**src/rtl/axi4_stream_to_axi4_if.sv**
```systemverilog
// rtl/axi4_stream_to_axi4_if.sv - AXI4-Stream and AXI4 interface bundles used by axi4_stream_to_axi4
interface axi4_stream_if #(
  parameter int DATA_WIDTH = 64
);
  localparam int KEEP_WIDTH = DATA_WIDTH / 8;

  logic [DATA_WIDTH-1:0] tdata;
  logic [KEEP_WIDTH-1:0] tkeep;
  logic                  tlast;
  logic                  tvalid;
  logic                  tready;

  modport master (output tdata, tkeep, tlast, tvalid, input tready);
  modport slave  (input tdata, tkeep, tlast, tvalid, output tready);
endinterface

interface axi4_if #(
  parameter int DATA_WIDTH   = 64,
  parameter int ADDR_WIDTH   = 32,
  parameter int ID_WIDTH     = 1,
  parameter int AWUSER_WIDTH = 1,
  parameter int WUSER_WIDTH  = 1,
  parameter int ARUSER_WIDTH = 1
);
  localparam int STRB_WIDTH = DATA_WIDTH / 8;

  logic [ID_WIDTH-1:0]     awid;
  logic [ADDR_WIDTH-1:0]   awaddr;
  logic [7:0]              awlen;
  logic [2:0]              awsize;
  logic [1:0]              awburst;
  logic                    awlock;
  logic [3:0]              awcache;
  logic [2:0]              awprot;
  logic [3:0]              awqos;
  logic [3:0]              awregion;
  logic [AWUSER_WIDTH-1:0] awuser;
  logic                    awvalid;
  logic                    awready;

  logic [DATA_WIDTH-1:0]   wdata;
  logic [STRB_WIDTH-1:0]   wstrb;
  logic                    wlast;
  logic [WUSER_WIDTH-1:0]  wuser;
  logic                    wvalid;
  logic                    wready;

  logic [ID_WIDTH-1:0]     bid;
  logic [1:0]              bresp;
  logic                    bvalid;
  logic                    bready;

  logic [ID_WIDTH-1:0]     arid;
  logic [ADDR_WIDTH-1:0]   araddr;
  logic [7:0]              arlen;
  logic [2:0]              arsize;
  logic [1:0]              arburst;
  logic                    arlock;
  logic [3:0]              arcache;
  logic [2:0]              arprot;
  logic [3:0]              arqos;
  logic [3:0]              arregion;
  logic [ARUSER_WIDTH-1:0] aruser;
  logic                    arvalid;
  logic                    arready;

  logic [ID_WIDTH-1:0]     rid;
  logic [DATA_WIDTH-1:0]   rdata;
  logic [1:0]              rresp;
  logic                    rlast;
  logic                    rvalid;
  logic                    rready;

  modport master (
    output awid, awaddr, awlen, awsize, awburst, awlock, awcache, awprot, awqos, awregion, awuser, awvalid,
    input  awready,
    output wdata, wstrb, wlast, wuser, wvalid,
    input  wready,
    input  bid, bresp, bvalid,
    output bready,
    output arid, araddr, arlen, arsize, arburst, arlock, arcache, arprot, arqos, arregion, aruser, arvalid,
    input  arready,
    input  rid, rdata, rresp, rlast, rvalid,
    output rready
  );
endinterface

```
**src/rtl/axi4_stream_to_axi4.sv**
```systemverilog
// rtl/axi4_stream_to_axi4.sv - stream packet to AXI4 INCR write bursts; optional AXI4_STREAM_TO_AXI4_WSTRB_FROM_TKEEP_EN
module axi4_stream_to_axi4 #(
  parameter int DATA_WIDTH         = 64,
  parameter int ADDR_WIDTH         = 32,
  parameter int ID_WIDTH           = 1,
  parameter int AWUSER_WIDTH       = 1,
  parameter int WUSER_WIDTH        = 1,
  parameter int ARUSER_WIDTH       = 1,
  parameter int BURST_LEN          = 16,
  parameter int MAX_PKT_SIZE_B     = 2048,
  parameter int MAX_PKT_SIZE_WIDTH = $clog2(MAX_PKT_SIZE_B * 4)
) (
  input  logic                          clk_i,
  input  logic                          rst_i,
  input  logic [ADDR_WIDTH-1:0]         addr_i,
  input  logic                          wr_stb_i,
  output logic                          busy_o,
  output logic                          pkt_done_o,
  output logic [MAX_PKT_SIZE_WIDTH-1:0] pkt_size_o,
  output logic [ADDR_WIDTH-1:0]         pkt_addr_o,
  output logic                          pkt_oversize_o,
  axi4_stream_if.slave                  pkt_i,
  axi4_if.master                        mem_o
);
  localparam int DATA_WIDTH_B = DATA_WIDTH / 8;
  localparam int CNT_W        = $clog2(BURST_LEN + 1);
  localparam int PTR_W        = (BURST_LEN > 1) ? $clog2(BURST_LEN) : 1;
  localparam int MAX_BEATS    = MAX_PKT_SIZE_B / DATA_WIDTH_B;
  localparam int BEAT_W       = $clog2(MAX_BEATS + 1);
  localparam int KEEP_CNT_W   = $clog2(DATA_WIDTH_B + 1);

  typedef enum logic [2:0] {IDLE_S, FILL_S, AW_S, W_S, B_S} state_t;

  state_t                        state;
  logic [CNT_W-1:0]              buf_cnt;
  logic [CNT_W-1:0]              rd_cnt;
  logic [BEAT_W-1:0]             beat_cnt;
  logic [ADDR_WIDTH-1:0]         cur_addr;
  logic                          got_last;
  logic [DATA_WIDTH-1:0]         data_mem [BURST_LEN];
`ifdef AXI4_STREAM_TO_AXI4_WSTRB_FROM_TKEEP_EN
  logic [DATA_WIDTH_B-1:0]       keep_mem [BURST_LEN];
`endif
  logic                          t_hs;
  logic                          store_beat;
  logic [CNT_W-1:0]              buf_cnt_nxt;
  logic [KEEP_CNT_W-1:0]         keep_cnt;
  logic [MAX_PKT_SIZE_WIDTH-1:0] last_size;
  logic                          unused_inputs;

  assign pkt_i.tready = (state == FILL_S) && (buf_cnt < CNT_W'(BURST_LEN));
  assign busy_o       = (state != IDLE_S);
  assign t_hs         = pkt_i.tvalid && pkt_i.tready;
  // Beats past the size limit are drained from the stream but never stored.
  assign store_beat   = t_hs && (beat_cnt < BEAT_W'(MAX_BEATS));
  assign buf_cnt_nxt  = buf_cnt + CNT_W'(store_beat);
  assign last_size    = MAX_PKT_SIZE_WIDTH'(beat_cnt) * MAX_PKT_SIZE_WIDTH'(DATA_WIDTH_B)
                      + MAX_PKT_SIZE_WIDTH'(keep_cnt);

  assign mem_o.awid     = '0;
  assign mem_o.awsize   = 3'($clog2(DATA_WIDTH_B));
  assign mem_o.awburst  = 2'b01;
  assign mem_o.awlock   = 1'b0;
  assign mem_o.awcache  = '0;
  assign mem_o.awprot   = '0;
  assign mem_o.awqos    = '0;
  assign mem_o.awregion = '0;
  assign mem_o.awuser   = '0;
  assign mem_o.wuser    = '0;
  assign mem_o.arid     = '0;
  assign mem_o.araddr   = '0;
  assign mem_o.arlen    = '0;
  assign mem_o.arsize   = '0;
  assign mem_o.arburst  = '0;
  assign mem_o.arlock   = 1'b0;
  assign mem_o.arcache  = '0;
  assign mem_o.arprot   = '0;
  assign mem_o.arqos    = '0;
  assign mem_o.arregion = '0;
  assign mem_o.aruser   = '0;
  assign mem_o.arvalid  = 1'b0;
  assign mem_o.rready   = 1'b1;

  assign unused_inputs = ^{mem_o.bid, mem_o.bresp, mem_o.arready, mem_o.rid,
                           mem_o.rdata, mem_o.rresp, mem_o.rlast, mem_o.rvalid};

  // Byte count of the current beat, used only when it carries tlast.
  always_comb begin
    keep_cnt = '0;
    for (int i = 0; i < DATA_WIDTH_B; i++) begin
      keep_cnt = keep_cnt + KEEP_CNT_W'(pkt_i.tkeep[i]);
    end
  end

  // Burst staging buffer; contents are don't-care until written, so no reset.
  always_ff @(posedge clk_i) begin
    if (store_beat) begin
      data_mem[buf_cnt[PTR_W-1:0]] <= pkt_i.tdata;
`ifdef AXI4_STREAM_TO_AXI4_WSTRB_FROM_TKEEP_EN
      keep_mem[buf_cnt[PTR_W-1:0]] <= pkt_i.tkeep;
`endif
    end
  end

  // Control FSM: fill one burst, issue AW, drain W, wait for B, repeat until tlast.
  always_ff @(posedge clk_i or posedge rst_i) begin
    if (rst_i) begin
      state          <= IDLE_S;
      buf_cnt        <= '0;
      rd_cnt         <= '0;
      beat_cnt       <= '0;
      cur_addr       <= '0;
      got_last       <= 1'b0;
      mem_o.awvalid  <= 1'b0;
      mem_o.awaddr   <= '0;
      mem_o.awlen    <= '0;
      mem_o.wvalid   <= 1'b0;
      mem_o.wlast    <= 1'b0;
      mem_o.wdata    <= '0;
      mem_o.wstrb    <= '0;
      mem_o.bready   <= 1'b0;
      pkt_done_o     <= 1'b0;
      pkt_size_o     <= '0;
      pkt_addr_o     <= '0;
      pkt_oversize_o <= 1'b0;
    end else begin
      pkt_done_o <= 1'b0;
      case (state)
        IDLE_S: begin
          if (wr_stb_i) begin
            cur_addr       <= addr_i & ~ADDR_WIDTH'(DATA_WIDTH_B - 1);
            pkt_addr_o     <= addr_i & ~ADDR_WIDTH'(DATA_WIDTH_B - 1);
            beat_cnt       <= '0;
            buf_cnt        <= '0;
            got_last       <= 1'b0;
            pkt_size_o     <= '0;
            pkt_oversize_o <= 1'b0;
            state          <= FILL_S;
          end
        end
        FILL_S: begin
          if (t_hs) begin
            buf_cnt <= buf_cnt_nxt;
            if (store_beat) begin
              beat_cnt <= beat_cnt + BEAT_W'(1);
            end else begin
              pkt_oversize_o <= 1'b1;
            end
            if (pkt_i.tlast) begin
              got_last   <= 1'b1;
              pkt_size_o <= store_beat ? last_size : MAX_PKT_SIZE_WIDTH'(MAX_PKT_SIZE_B);
            end
            // tlast with nothing buffered (oversize tail) finishes without a burst.
            if (pkt_i.tlast && (buf_cnt_nxt == CNT_W'(0))) begin
              pkt_done_o <= 1'b1;
              state      <= IDLE_S;
            end else if (pkt_i.tlast || (buf_cnt_nxt == CNT_W'(BURST_LEN))) begin
              mem_o.awvalid <= 1'b1;
              mem_o.awaddr  <= cur_addr;
              mem_o.awlen   <= 8'(buf_cnt_nxt - CNT_W'(1));
              state         <= AW_S;
            end
          end
        end
        AW_S: begin
          if (mem_o.awready) begin
            mem_o.awvalid <= 1'b0;
            mem_o.wvalid  <= 1'b1;
            mem_o.wdata   <= data_mem[0];
`ifdef AXI4_STREAM_TO_AXI4_WSTRB_FROM_TKEEP_EN
            mem_o.wstrb   <= keep_mem[0];
`else
            mem_o.wstrb   <= '1;
`endif
            mem_o.wlast   <= (buf_cnt == CNT_W'(1));
            rd_cnt        <= CNT_W'(1);
            state         <= W_S;
          end
        end
        W_S: begin
          if (mem_o.wvalid && mem_o.wready) begin
            if (mem_o.wlast) begin
              mem_o.wvalid <= 1'b0;
              mem_o.wlast  <= 1'b0;
              mem_o.bready <= 1'b1;
              state        <= B_S;
            end else begin
              mem_o.wdata <= data_mem[rd_cnt[PTR_W-1:0]];
`ifdef AXI4_STREAM_TO_AXI4_WSTRB_FROM_TKEEP_EN
              mem_o.wstrb <= keep_mem[rd_cnt[PTR_W-1:0]];
`else
              mem_o.wstrb <= '1;
`endif
              mem_o.wlast <= (rd_cnt == (buf_cnt - CNT_W'(1)));
              rd_cnt      <= rd_cnt + CNT_W'(1);
            end
          end
        end
        B_S: begin
          if (mem_o.bvalid) begin
            mem_o.bready <= 1'b0;
            cur_addr     <= cur_addr + ADDR_WIDTH'(buf_cnt) * ADDR_WIDTH'(DATA_WIDTH_B);
            buf_cnt      <= '0;
            if (got_last) begin
              pkt_done_o <= 1'b1;
              state      <= IDLE_S;
            end else begin
              state <= FILL_S;
            end
          end
        end
        default: state <= IDLE_S;
      endcase
    end
  end
endmodule

```
**src/flat_wrapper.sv**
```systemverilog
// flat-port wrapper written by rule: the top's interface ports become plain ports
module axi4_stream_to_axi4_flat 
#(
  parameter int DATA_WIDTH         = 64,
  parameter int ADDR_WIDTH         = 32,
  parameter int ID_WIDTH           = 1,
  parameter int AWUSER_WIDTH       = 1,
  parameter int WUSER_WIDTH        = 1,
  parameter int ARUSER_WIDTH       = 1,
  parameter int BURST_LEN          = 16,
  parameter int MAX_PKT_SIZE_B     = 2048,
  parameter int MAX_PKT_SIZE_WIDTH = $clog2(MAX_PKT_SIZE_B * 4)
)
  (clk_i, rst_i, addr_i, wr_stb_i, busy_o, pkt_done_o, pkt_size_o, pkt_addr_o, pkt_oversize_o, pkt_i_tdata, pkt_i_tkeep, pkt_i_tlast, pkt_i_tvalid, pkt_i_tready, mem_o_awid, mem_o_awaddr, mem_o_awlen, mem_o_awsize, mem_o_awburst, mem_o_awlock, mem_o_awcache, mem_o_awprot, mem_o_awqos, mem_o_awregion, mem_o_awuser, mem_o_awvalid, mem_o_awready, mem_o_wdata, mem_o_wstrb, mem_o_wlast, mem_o_wuser, mem_o_wvalid, mem_o_wready, mem_o_bid, mem_o_bresp, mem_o_bvalid, mem_o_bready, mem_o_arid, mem_o_araddr, mem_o_arlen, mem_o_arsize, mem_o_arburst, mem_o_arlock, mem_o_arcache, mem_o_arprot, mem_o_arqos, mem_o_arregion, mem_o_aruser, mem_o_arvalid, mem_o_arready, mem_o_rid, mem_o_rdata, mem_o_rresp, mem_o_rlast, mem_o_rvalid, mem_o_rready);
  axi4_stream_if #(.DATA_WIDTH(DATA_WIDTH)) pkt_i_i ();
  axi4_if #(.DATA_WIDTH(DATA_WIDTH), .ADDR_WIDTH(ADDR_WIDTH), .ID_WIDTH(ID_WIDTH), .AWUSER_WIDTH(AWUSER_WIDTH), .WUSER_WIDTH(WUSER_WIDTH), .ARUSER_WIDTH(ARUSER_WIDTH)) mem_o_i ();
  input  logic clk_i;
  input  logic rst_i;
  input  logic [ADDR_WIDTH-1:0] addr_i;
  input  logic wr_stb_i;
  output logic busy_o;
  output logic pkt_done_o;
  output logic [MAX_PKT_SIZE_WIDTH-1:0] pkt_size_o;
  output logic [ADDR_WIDTH-1:0] pkt_addr_o;
  output logic pkt_oversize_o;
  input wire logic [$bits(pkt_i_i.tdata)-1:0] pkt_i_tdata;
  input wire logic [$bits(pkt_i_i.tkeep)-1:0] pkt_i_tkeep;
  input wire logic [$bits(pkt_i_i.tlast)-1:0] pkt_i_tlast;
  input wire logic [$bits(pkt_i_i.tvalid)-1:0] pkt_i_tvalid;
  output wire logic [$bits(pkt_i_i.tready)-1:0] pkt_i_tready;
  output wire logic [$bits(mem_o_i.awid)-1:0] mem_o_awid;
  output wire logic [$bits(mem_o_i.awaddr)-1:0] mem_o_awaddr;
  output wire logic [$bits(mem_o_i.awlen)-1:0] mem_o_awlen;
  output wire logic [$bits(mem_o_i.awsize)-1:0] mem_o_awsize;
  output wire logic [$bits(mem_o_i.awburst)-1:0] mem_o_awburst;
  output wire logic [$bits(mem_o_i.awlock)-1:0] mem_o_awlock;
  output wire logic [$bits(mem_o_i.awcache)-1:0] mem_o_awcache;
  output wire logic [$bits(mem_o_i.awprot)-1:0] mem_o_awprot;
  output wire logic [$bits(mem_o_i.awqos)-1:0] mem_o_awqos;
  output wire logic [$bits(mem_o_i.awregion)-1:0] mem_o_awregion;
  output wire logic [$bits(mem_o_i.awuser)-1:0] mem_o_awuser;
  output wire logic [$bits(mem_o_i.awvalid)-1:0] mem_o_awvalid;
  input wire logic [$bits(mem_o_i.awready)-1:0] mem_o_awready;
  output wire logic [$bits(mem_o_i.wdata)-1:0] mem_o_wdata;
  output wire logic [$bits(mem_o_i.wstrb)-1:0] mem_o_wstrb;
  output wire logic [$bits(mem_o_i.wlast)-1:0] mem_o_wlast;
  output wire logic [$bits(mem_o_i.wuser)-1:0] mem_o_wuser;
  output wire logic [$bits(mem_o_i.wvalid)-1:0] mem_o_wvalid;
  input wire logic [$bits(mem_o_i.wready)-1:0] mem_o_wready;
  input wire logic [$bits(mem_o_i.bid)-1:0] mem_o_bid;
  input wire logic [$bits(mem_o_i.bresp)-1:0] mem_o_bresp;
  input wire logic [$bits(mem_o_i.bvalid)-1:0] mem_o_bvalid;
  output wire logic [$bits(mem_o_i.bready)-1:0] mem_o_bready;
  output wire logic [$bits(mem_o_i.arid)-1:0] mem_o_arid;
  output wire logic [$bits(mem_o_i.araddr)-1:0] mem_o_araddr;
  output wire logic [$bits(mem_o_i.arlen)-1:0] mem_o_arlen;
  output wire logic [$bits(mem_o_i.arsize)-1:0] mem_o_arsize;
  output wire logic [$bits(mem_o_i.arburst)-1:0] mem_o_arburst;
  output wire logic [$bits(mem_o_i.arlock)-1:0] mem_o_arlock;
  output wire logic [$bits(mem_o_i.arcache)-1:0] mem_o_arcache;
  output wire logic [$bits(mem_o_i.arprot)-1:0] mem_o_arprot;
  output wire logic [$bits(mem_o_i.arqos)-1:0] mem_o_arqos;
  output wire logic [$bits(mem_o_i.arregion)-1:0] mem_o_arregion;
  output wire logic [$bits(mem_o_i.aruser)-1:0] mem_o_aruser;
  output wire logic [$bits(mem_o_i.arvalid)-1:0] mem_o_arvalid;
  input wire logic [$bits(mem_o_i.arready)-1:0] mem_o_arready;
  input wire logic [$bits(mem_o_i.rid)-1:0] mem_o_rid;
  input wire logic [$bits(mem_o_i.rdata)-1:0] mem_o_rdata;
  input wire logic [$bits(mem_o_i.rresp)-1:0] mem_o_rresp;
  input wire logic [$bits(mem_o_i.rlast)-1:0] mem_o_rlast;
  input wire logic [$bits(mem_o_i.rvalid)-1:0] mem_o_rvalid;
  output wire logic [$bits(mem_o_i.rready)-1:0] mem_o_rready;
  assign pkt_i_i.tdata = pkt_i_tdata;
  assign pkt_i_i.tkeep = pkt_i_tkeep;
  assign pkt_i_i.tlast = pkt_i_tlast;
  assign pkt_i_i.tvalid = pkt_i_tvalid;
  assign pkt_i_tready = pkt_i_i.tready;
  assign mem_o_awid = mem_o_i.awid;
  assign mem_o_awaddr = mem_o_i.awaddr;
  assign mem_o_awlen = mem_o_i.awlen;
  assign mem_o_awsize = mem_o_i.awsize;
  assign mem_o_awburst = mem_o_i.awburst;
  assign mem_o_awlock = mem_o_i.awlock;
  assign mem_o_awcache = mem_o_i.awcache;
  assign mem_o_awprot = mem_o_i.awprot;
  assign mem_o_awqos = mem_o_i.awqos;
  assign mem_o_awregion = mem_o_i.awregion;
  assign mem_o_awuser = mem_o_i.awuser;
  assign mem_o_awvalid = mem_o_i.awvalid;
  assign mem_o_i.awready = mem_o_awready;
  assign mem_o_wdata = mem_o_i.wdata;
  assign mem_o_wstrb = mem_o_i.wstrb;
  assign mem_o_wlast = mem_o_i.wlast;
  assign mem_o_wuser = mem_o_i.wuser;
  assign mem_o_wvalid = mem_o_i.wvalid;
  assign mem_o_i.wready = mem_o_wready;
  assign mem_o_i.bid = mem_o_bid;
  assign mem_o_i.bresp = mem_o_bresp;
  assign mem_o_i.bvalid = mem_o_bvalid;
  assign mem_o_bready = mem_o_i.bready;
  assign mem_o_arid = mem_o_i.arid;
  assign mem_o_araddr = mem_o_i.araddr;
  assign mem_o_arlen = mem_o_i.arlen;
  assign mem_o_arsize = mem_o_i.arsize;
  assign mem_o_arburst = mem_o_i.arburst;
  assign mem_o_arlock = mem_o_i.arlock;
  assign mem_o_arcache = mem_o_i.arcache;
  assign mem_o_arprot = mem_o_i.arprot;
  assign mem_o_arqos = mem_o_i.arqos;
  assign mem_o_arregion = mem_o_i.arregion;
  assign mem_o_aruser = mem_o_i.aruser;
  assign mem_o_arvalid = mem_o_i.arvalid;
  assign mem_o_i.arready = mem_o_arready;
  assign mem_o_i.rid = mem_o_rid;
  assign mem_o_i.rdata = mem_o_rdata;
  assign mem_o_i.rresp = mem_o_rresp;
  assign mem_o_i.rlast = mem_o_rlast;
  assign mem_o_i.rvalid = mem_o_rvalid;
  assign mem_o_rready = mem_o_i.rready;
  axi4_stream_to_axi4 #(.DATA_WIDTH(DATA_WIDTH), .ADDR_WIDTH(ADDR_WIDTH), .ID_WIDTH(ID_WIDTH), .AWUSER_WIDTH(AWUSER_WIDTH), .WUSER_WIDTH(WUSER_WIDTH), .ARUSER_WIDTH(ARUSER_WIDTH), .BURST_LEN(BURST_LEN), .MAX_PKT_SIZE_B(MAX_PKT_SIZE_B), .MAX_PKT_SIZE_WIDTH(MAX_PKT_SIZE_WIDTH)) u_core (.clk_i(clk_i), .rst_i(rst_i), .addr_i(addr_i), .wr_stb_i(wr_stb_i), .busy_o(busy_o), .pkt_done_o(pkt_done_o), .pkt_size_o(pkt_size_o), .pkt_addr_o(pkt_addr_o), .pkt_oversize_o(pkt_oversize_o), .pkt_i(pkt_i_i), .mem_o(mem_o_i));
endmodule
```
**config.mk**
```make
export PLATFORM = sky130hd
export DESIGN_NAME = axi4_stream_to_axi4_flat
export DESIGN_NICKNAME = d
export VERILOG_FILES = /design/src/rtl/axi4_stream_to_axi4_if.sv /design/src/rtl/axi4_stream_to_axi4.sv /design/src/flat_wrapper.sv
export SDC_FILE = /design/constraint.sdc
export NUM_CORES = 1
export LEC_CHECK = 0
export CAP_MARGIN = 20
export CORE_ASPECT_RATIO = 0.75
export CORE_MARGIN = 5
export CORE_UTILIZATION = 50
export CTS_CLUSTER_SIZE = 30
export DETAILED_ROUTE_END_ITERATION = 8
export PLACE_DENSITY = 0.76
export SLEW_MARGIN = 20
export SYNTH_ARGS = -nofsm -noshare
export SYNTH_HDL_FRONTEND = slang
export SYNTH_SLANG_ARGS = --single-unit
```
**constraint.sdc**
```tcl
create_clock -name clk_i -period 8.25 [get_ports clk_i]
set_input_delay 1.65 -clock clk_i [delete_from_list [all_inputs] [get_ports clk_i]]
set_output_delay 1.65 -clock clk_i [all_outputs]
set_load 0.02 [all_outputs]
```
Word-level counts from Yosys, hierarchy flattened. Memory sizes are Yosys's and may differ from the RTL's. Index checks and enable logic that the tools add are counted.

Input port bits: 185. Memories kept: 1. Bits in registers: 215. Output and inout bits: 254. Logic and storage cells: 153. RAM bits: 1024.

Memories: u_core.data_mem (depth 16, bits a word 64, rd ports 2, clocked after Yosys merged registers in 0, write ports 1, line axi4_stream_to_axi4.sv:40) `logic [DATA_WIDTH-1:0] data_mem [BURST_LEN];`.

Add/sub/neg operators: 14. Multiplexer cells: 69. Order comparisons: 2. Reductions and logical operators: 28. Equality and inequality tests: 20. Bitwise logic cells: 1.

Operators by type and width (number): $mux 64 (3); $pmux 64 s2 (1); $mux 32 (2); $pmux 32 s2 (1); $mux 13 (4); $add 32x8->32 (1); $reduce_and 4->1 (8); $mux 5 (6); $mux 9 (3); $pmux 13 s2 (1); $mux 1 (25); $add 4x1->4 (6); $mux 3 (8); $mux 8 (3); $pmux 9 s2 (1); $ne 2x2->1 const B (8); $pmux 8 s2 (1); $pmux 3 s5 (1); $pmux 5 s3 (1); $pmux 1 s2 (7); $add 12x4->13 (1); $pmux 5 s2 (1); $reduce_bool 2->1 (5); $add 9x1->9 const B (1); other kinds (25) (35).

Longest topological paths before layout. Gate-level depths: netlist of the first run.

Depth after elaboration: 12. Gate-level depth with buffers: 17. Depth with buffers taken out: 14.

Worst setup path after synthesis of the first run. No wires, ideal clock.

Path kind: input-to-reg. Start point: input pkt_i_tvalid. End point: memory u_core.data_mem[0][0], enable pin. Arrival time: 6.899 ns. Buffers on the path: 2. Library setup time: 0.565 ns. Data required time: 7.685 ns. Stages: 7. Setup slack: 0.786 ns. Path through: nand2b_1 or3_1 buf_2 inv_2 buf_2 nand2_1 nor3_1.

Cells in the longest elaborated chain, start to end: 4.

RTL lines: from (decl) (line flat_wrapper.sv:29) `input wire logic [$bits(pkt_i_i.tvalid)-1:0] pkt_i_tvalid;`; $logic_and 1x1->1 (line axi4_stream_to_axi4.sv:53) `assign t_hs = pkt_i.tvalid && pkt_i.tready;`; $logic_and 1x1->1 (line axi4_stream_to_axi4.sv:55) `assign store_beat = t_hs && (beat_cnt < BEAT_W'(MAX_BEATS));`; $mux 1 (line axi4_stream_to_axi4.sv:97) `if (store_beat) begin`; $mux 1 (not written as such) (line axi4_stream_to_axi4.sv:98) `data_mem[buf_cnt[PTR_W-1:0]] <= pkt_i.tdata;`; to (decl) (line axi4_stream_to_axi4.sv:40).

No other way between the ends.

Final worst setup path of the first run.
Start point: input pkt_i_tvalid. End point: register u_core.mem_o.awaddr[5].

Cells in the longest elaborated chain, start to end: 7. Elaborated cells on any way between the ends: 9. Those cells by class: add/sub: 1; eq/ne: 1; bitwise: 1; reduce/logical: 6.

RTL lines: $logic_and 1x1->1 (*) (line axi4_stream_to_axi4.sv:53); $logic_and 1x1->1 (line axi4_stream_to_axi4.sv:55); $add 5x1->5 (line axi4_stream_to_axi4.sv:56) `assign buf_cnt_nxt = buf_cnt + CNT_W'(store_beat);`; $logic_not 5->1 (line axi4_stream_to_axi4.sv:154) `if (pkt_i.tlast && (buf_cnt_nxt == CNT_W'(0))) begin`; $logic_and 1x1->1 (line axi4_stream_to_axi4.sv:154); $not 1->1 (no source line); $reduce_and 4->1 (no source line) (*); to (signal assigned) (line axi4_stream_to_axi4.sv:159) `mem_o.awaddr <= cur_addr;`; to (decl) (line axi4_stream_to_axi4_if.sv:75) `output awid, awaddr, awlen, awsize, awburst, awlock, awcache, awprot, awqos, awregion, awuser, awvalid,`.

Mark *: on every way between the ends. The rest lies on a longest branch, timed or not. A chain may end at the register's enable or synchronous reset.

==> results of run 1 <==
-- path summary, 6_finish.rpt --
path,startpoint,cells after the start,slack (ns),end
worst max-delay path,pkt_i_tvalid,13,3.16,u_core.mem_o.awaddr[5]$_DFFE_PP0P_
worst min-delay path,u_core.pkt_addr_o[4]$_DFFE_PP0P_,2,0.48,u_core.pkt_addr_o[4]$_DFFE_PP0P_
worst max register to register,u_core.state[0]$_DFFE_PP0P_,12,3.45,u_core.mem_o.awaddr[5]$_DFFE_PP0P_
worst min register to register,u_core.pkt_addr_o[4]$_DFFE_PP0P_,2,0.48,u_core.pkt_addr_o[4]$_DFFE_PP0P_
max in group asynchronous,rst_i,3,5.44,u_core.cur_addr[23]$_DFFE_PP0P_
min in group asynchronous,rst_i,2,1.54,u_core.mem_o.wdata[18]$_DFFE_PP0P_
-- stage by stage --
step           std cells  cell area [um2]  hold WS, ns  utilization (%)
2_1_floorplan       2807            49100        0.463                -
3_3_place_gp        4167            52500        0.456             54.1
3_5_place_dp        4174            52600        0.466             54.2
4_1_cts             4381            56400        0.482             58.2
5_1_grt             4387            56400        0.504             58.2
6_report            4388            56400        0.479             58.2
-- worst max-delay path, cell delays in order --
cell,delay [ns]
clkdlybuf4s50_1,0.50
nand2b_1,0.11
or3_1,0.51
inv_2,0.29
ha_1,0.28
ha_1,0.27
inv_1,0.08
ha_1,0.20
or4b_4,0.49
o31ai_4,0.12
mux2i_4,0.28
buf_4,0.47
mux2_2,0.40
-- flip-flops by register name (all words and copies together) (netlist names), 3 cells and up --
signal / flops
u_core.mem_o.awaddr: 29
u_core.mem_o.wdata: 64
u_core.rd_cnt: 5
u_core.data_mem: 1024
u_core.cur_addr: 29
u_core.beat_cnt: 9
u_core.state: 3
u_core.mem_o.awlen: 6
u_core.pkt_addr_o: 29
u_core.buf_cnt: 5
u_core.pkt_size_o: 13
-- layout make-up --
type / count / area, um2
Fill cell: 6944 / 40600
Inverter: 23 / 93.8
Antenna cell: 7 / 17.5
Timing Repair Buffer: 318 / 3160
Tap cell: 1313 / 1640
Clock buffer: 134 / 2960
Sequential cell: 1224 / 35800
Clock inverter: 73 / 845
Multi-Input combinational cell: 1296 / 11900
-- synthesized netlist by cell type (35+ instances only) --
master	instances
o21ai_0	35
a22oi_1	133
dfrtp_1	200
buf_4	107
nor2_1	126
nand3_1	35
nand2_1	145
clkbuf_1	113
mux4_2	256
buf_2	36
edfxtp_1	1024
a21oi_1	218
-- power breakdown --
part / switching [mW] / internal [mW]
registers: 0.439 / 7.20
clock network: 2.30 / 3.02
logic: 2.38 / 1.77
total: 5.12 / 12.0
-- logic make-up after synthesis --
group                    after synthesis  share of synthesized area [%]
flip-flops                          1224                           73.4
AO/OA/AOI/OAI                        462                           5.89
AND/OR/NAND/NOR                      395                           3.64
multiplexers                         293                           12.7
buffers and inverters                287                           3.17
XOR/XNOR                              26                          0.467
adder cells (fa/ha/maj)               25                          0.719
other                                  2                         0.0154
-- routing by layer --
metal  global-route usage [%]  vias to the layer above  share of wire [%]
met2                     35.6                     1281                 49
met5                        0                        -              0.047
met4                     6.55                        8                2.6
li1                         -                    11100                  -
met1                     30.2                    13600                 40
met3                     4.71                      193                8.4
==> results.toml, run 1 <==
[run_status]
status = "finished clean"

[worst_setup_path]
critPathKind = "in -> reg"
worstPathRequired_ns = 8.82
start_kind = "input port"
end_kind = "flip-flop"
critPathMaxFanout = 39
arrival_ns = 5.66

[route]
drt_wl_total_um = 114000
drt-wirelength-per-cell_um = 26.0
drc = 0
drtIter0Drc = 2798
num_vias = 26300
antenna_left = 0
drt_pass1_iterations = 5
vias_per_cell = 5.99

[grt]
grt_usage_pct = 21.9
grt_pass1_vias = 27200
grt_max_degree = 113
antenna_found_initial = 11
grt_overflow = 0
grt_pass1_wl_um = 171000

[logic_synthesis]
avgSynthCellArea_um2 = 18.0
synth_cell_type_count = 69
synthArstFlopShare_pct = 16.3
yosysSeqAreaShare_pct = 73.4
synth-main-ff-cell = "edfxtp_1"
yosys_warnings = 0
yosysTopAreaCellShare_pct = 63.1
syn_area_mm2 = 0.0487
synthTopCellsByArea = "edfxtp_1, mux4_2, dfrtp_1"
synth_top_area_cell = "edfxtp_1"
netlist_instances = 2714
ys_ff_latch = 1224
synth-edff-count = 1024

[timing]
finalCritPeriodShare_pct = 61.6
maxSlewHeadroom_pct = 26.3
rsz0062_at_grt = "false"
hold_viol = 0
clock_skew_ns = 0.0340
setup_tns_ns = 0
worst_pin_slew_ns = 1.11
max_freq_mhz = 197
setup_viol = 0
worst_slack_ns = 3.16
slew_violations = 0
min_period_ns = 5.09

[cells_and_area]
final_layout_size_suffix_gt1_share_pct = 18.2
mostFrequentLayoutCell = "edfxtp_1"
syn2layout_area_growth_pct = 15.8
final_cell_mix = "edfxtp_1, clkdlybuf4s50_1, mux4_2"
nNetsFinal = 3183

[floorplanning]
pin_count = 439
start_util_pct = 50.2
die_area_mm2 = 0.104
num_rows = 99
die_y_um = 280
core_area_mm2 = 0.0970
die_x_um = 370

[cts]
cts_tree = "built"
cts_setup_buffers = 0
path_clk_slew_ns = 0.06
cts.htree.levels = 3
post_cts_resized = 0
cts_buffers = 110
cts_max_path_buffers = 3
clock-sinks = 1224
hold_buffers = 0
root_buffer = "clkbuf_16"
clk_latency_ns = 0.71

[place]
port_buffers = 267
post-place-ws_ns = 2.47
dp_hpwl_um = 64500
gp_congestion = 0.784

[power]
p_per_area_mw_per_mm2 = 303
power_mw = 17.1
p_leak_nw = 19.0
ir_worst_vdd_uv = 248

[hold_path]
hold_path_class = "reg -> reg"

[flow_run]
maxCapViolCount = 0
Note: power is estimated with default switching activity, not from simulation.
==> inputs of run 2 (changes only) <==
Clock period 8.25 ns to 4.9 ns, I/O delays scaled along.
==> results.toml, run 2 (synthesis results as in run 1) <==
[run_status]
status = "finished clean"

[cells_and_area]
largest_reg_flops = 1024
final_cell_mix = "edfxtp_1, clkdlybuf4s50_1, mux4_2"
layout.cells.non_filler = 4418
fill_cells = 6881
final_layout_size_suffix_gt1_share_pct = 18.3
utilization_pct = 58.8
design_area_mm2 = 0.0570
nNetsFinal = 3206
syn2layout_area_growth_pct = 17.0
mostFrequentLayoutCell = "edfxtp_1"

[grt]
grt_pass1_vias = 27300
grt_pass1_wl_um = 175000
grt_overflow = 0
grt_usage_pct = 22.6
antenna_found_initial = 18
grt_max_degree = 92

[route]
m1WireLength_um = 45400
drc = 0
num_vias = 26700
routed.top_layer = "met5"
antenna_left = 0
vias_per_cell = 6.04
drtIter0Drc = 2902
dr_wl_met3_um = 11300
drt_wl_total_um = 118000
drt_pass1_iterations = 7
wl_met2_um = 57900
drt-wirelength-per-cell_um = 26.7

[cts]
root_buffer = "clkbuf_16"
cts_tree = "built"
cts_max_path_buffers = 3
cts_setup_buffers = 0
path_clk_slew_ns = 0.06
post_cts_resized = 0
clk_latency_ns = 0.73
cts.htree.levels = 3
cts_buffers = 111
hold_buffers = 0
clock-sinks = 1224

[timing]
worst_pin_slew_ns = 1.10
rsz0062_at_grt = "false"
hold_viol = 0
finalCritPeriodShare_pct = 81.1
max_freq_mhz = 252
setup_tns_ns = 0
slew_violations = 0
min_period_ns = 3.97
setup_viol = 0
clock_skew_ns = 0.0578
maxSlewHeadroom_pct = 26.9

[worst_setup_path]
worstPathRequired_ns = 5.49
arrival_ns = 4.57
crit_start = "u_core.state[1]$_DFFE_PP0P_"
start_kind = "flip-flop"
reg2reg_from = "u_core.state[1]$_DFFE_PP0P_"
r2r-end = "u_core.mem_o.awaddr[6]$_DFFE_PP0P_"
critPathMaxFanout = 39
r2r_cells = 12
critPathKind = "reg -> reg"
crit_end = "u_core.mem_o.awaddr[6]$_DFFE_PP0P_"
end_kind = "flip-flop"
r2r_slack_ns = 0.93

[floorplanning]
die_area_mm2 = 0.104
num_rows = 99
start_util_pct = 50.2
die_y_um = 280
die_x_um = 370
core_area_mm2 = 0.0970
pin_count = 439

[place]
numPlacedInstances = 4196
post_dp_cell_area_mm2 = 0.0530
port_buffers = 267
gp_congestion = 0.837
dp_hpwl_um = 65500

[power]
p_per_area_mw_per_mm2 = 515
ir_worst_vdd_uv = 377
p_leak_nw = 19.2

[flow_run]
maxCapViolCount = 0

[hold_path]
hold_path_class = "reg -> reg"
-- run 2: cell count changes in the layout (fill, tap and decap cells not counted), moves of 5 or more --
| cell | change |
|---|---|
| clkbuf_1 | +14 |
| bufinv_16 | +8 |
| buf_12 | +24 |
| clkinv_2 | -13 |
| clkbuf_8 | -5 |
-- run 2: area by class of cell --
class                           instances  area, um2  area share (%)
Antenna cell                           11       27.5          0.0483
Clock buffer                          143       2950            5.17
Clock inverter                         68        998            1.75
Inverter                               23       90.1           0.158
Multi-Input combinational cell       1296      12000            21.0
Sequential cell                      1224      35800            62.7
Tap cell                             1313       1640            2.88
Timing Repair Buffer                  340       3570            6.26
-- run 2: stage by stage --
stage               worst slack, ns  hold WS [ns]  power (mW)
floorplan                    -0.177         0.463        17.3
detailed placement            0.352         0.469        20.2
global route                  0.789         0.508        30.6
CTS                           0.952         0.485        29.6
global placement              0.535         0.456        20.0
finish                        0.927         0.482        29.4
-- run 2: power breakdown --
part	leakage (nW)	internal (mW)	switching (mW)
combinational	5.62	3.11	4.09
sequential	11.6	12.1	0.774
clock	1.91	5.45	3.84
-- run 2: worst min path at each step --
stage	depth (start not counted)	startpoint	endpoint
after floorplan	2	u_core.got_last$_DFFE_PP0P_	u_core.got_last$_DFFE_PP0P_
after global placement	2	u_core.pkt_addr_o[11]$_DFFE_PP0P_	u_core.pkt_addr_o[11]$_DFFE_PP0P_
after detailed placement	2	u_core.pkt_addr_o[25]$_DFFE_PP0P_	u_core.pkt_addr_o[25]$_DFFE_PP0P_
after CTS	2	u_core.pkt_addr_o[17]$_DFFE_PP0P_	u_core.pkt_addr_o[17]$_DFFE_PP0P_
after global routing	1	u_core.pkt_size_o[12]$_DFFE_PP0P_	u_core.pkt_size_o[12]$_DFFE_PP0P_
final	2	u_core.pkt_addr_o[25]$_DFFE_PP0P_	u_core.pkt_addr_o[25]$_DFFE_PP0P_
-- run 2: critical path, stage by stage, from the launching register on --
cell,delay (ns)
dfrtp_1,0.54
or3b_4,0.49
or3_1,0.41
inv_2,0.09
ha_1,0.22
ha_1,0.27
inv_1,0.07
ha_1,0.22
or4b_4,0.50
o31ai_4,0.12
mux2i_4,0.32
buf_12,0.26
mux2_2,0.36
-- run 2: metal layers --
metal | vias up | GRT usage, %
li1 | 11200 | -
met1 | 13900 | 30.4
met2 | 1334 | 36.5
met3 | 228 | 6.07
met4 | 14 | 6.90
met5 | - | 0
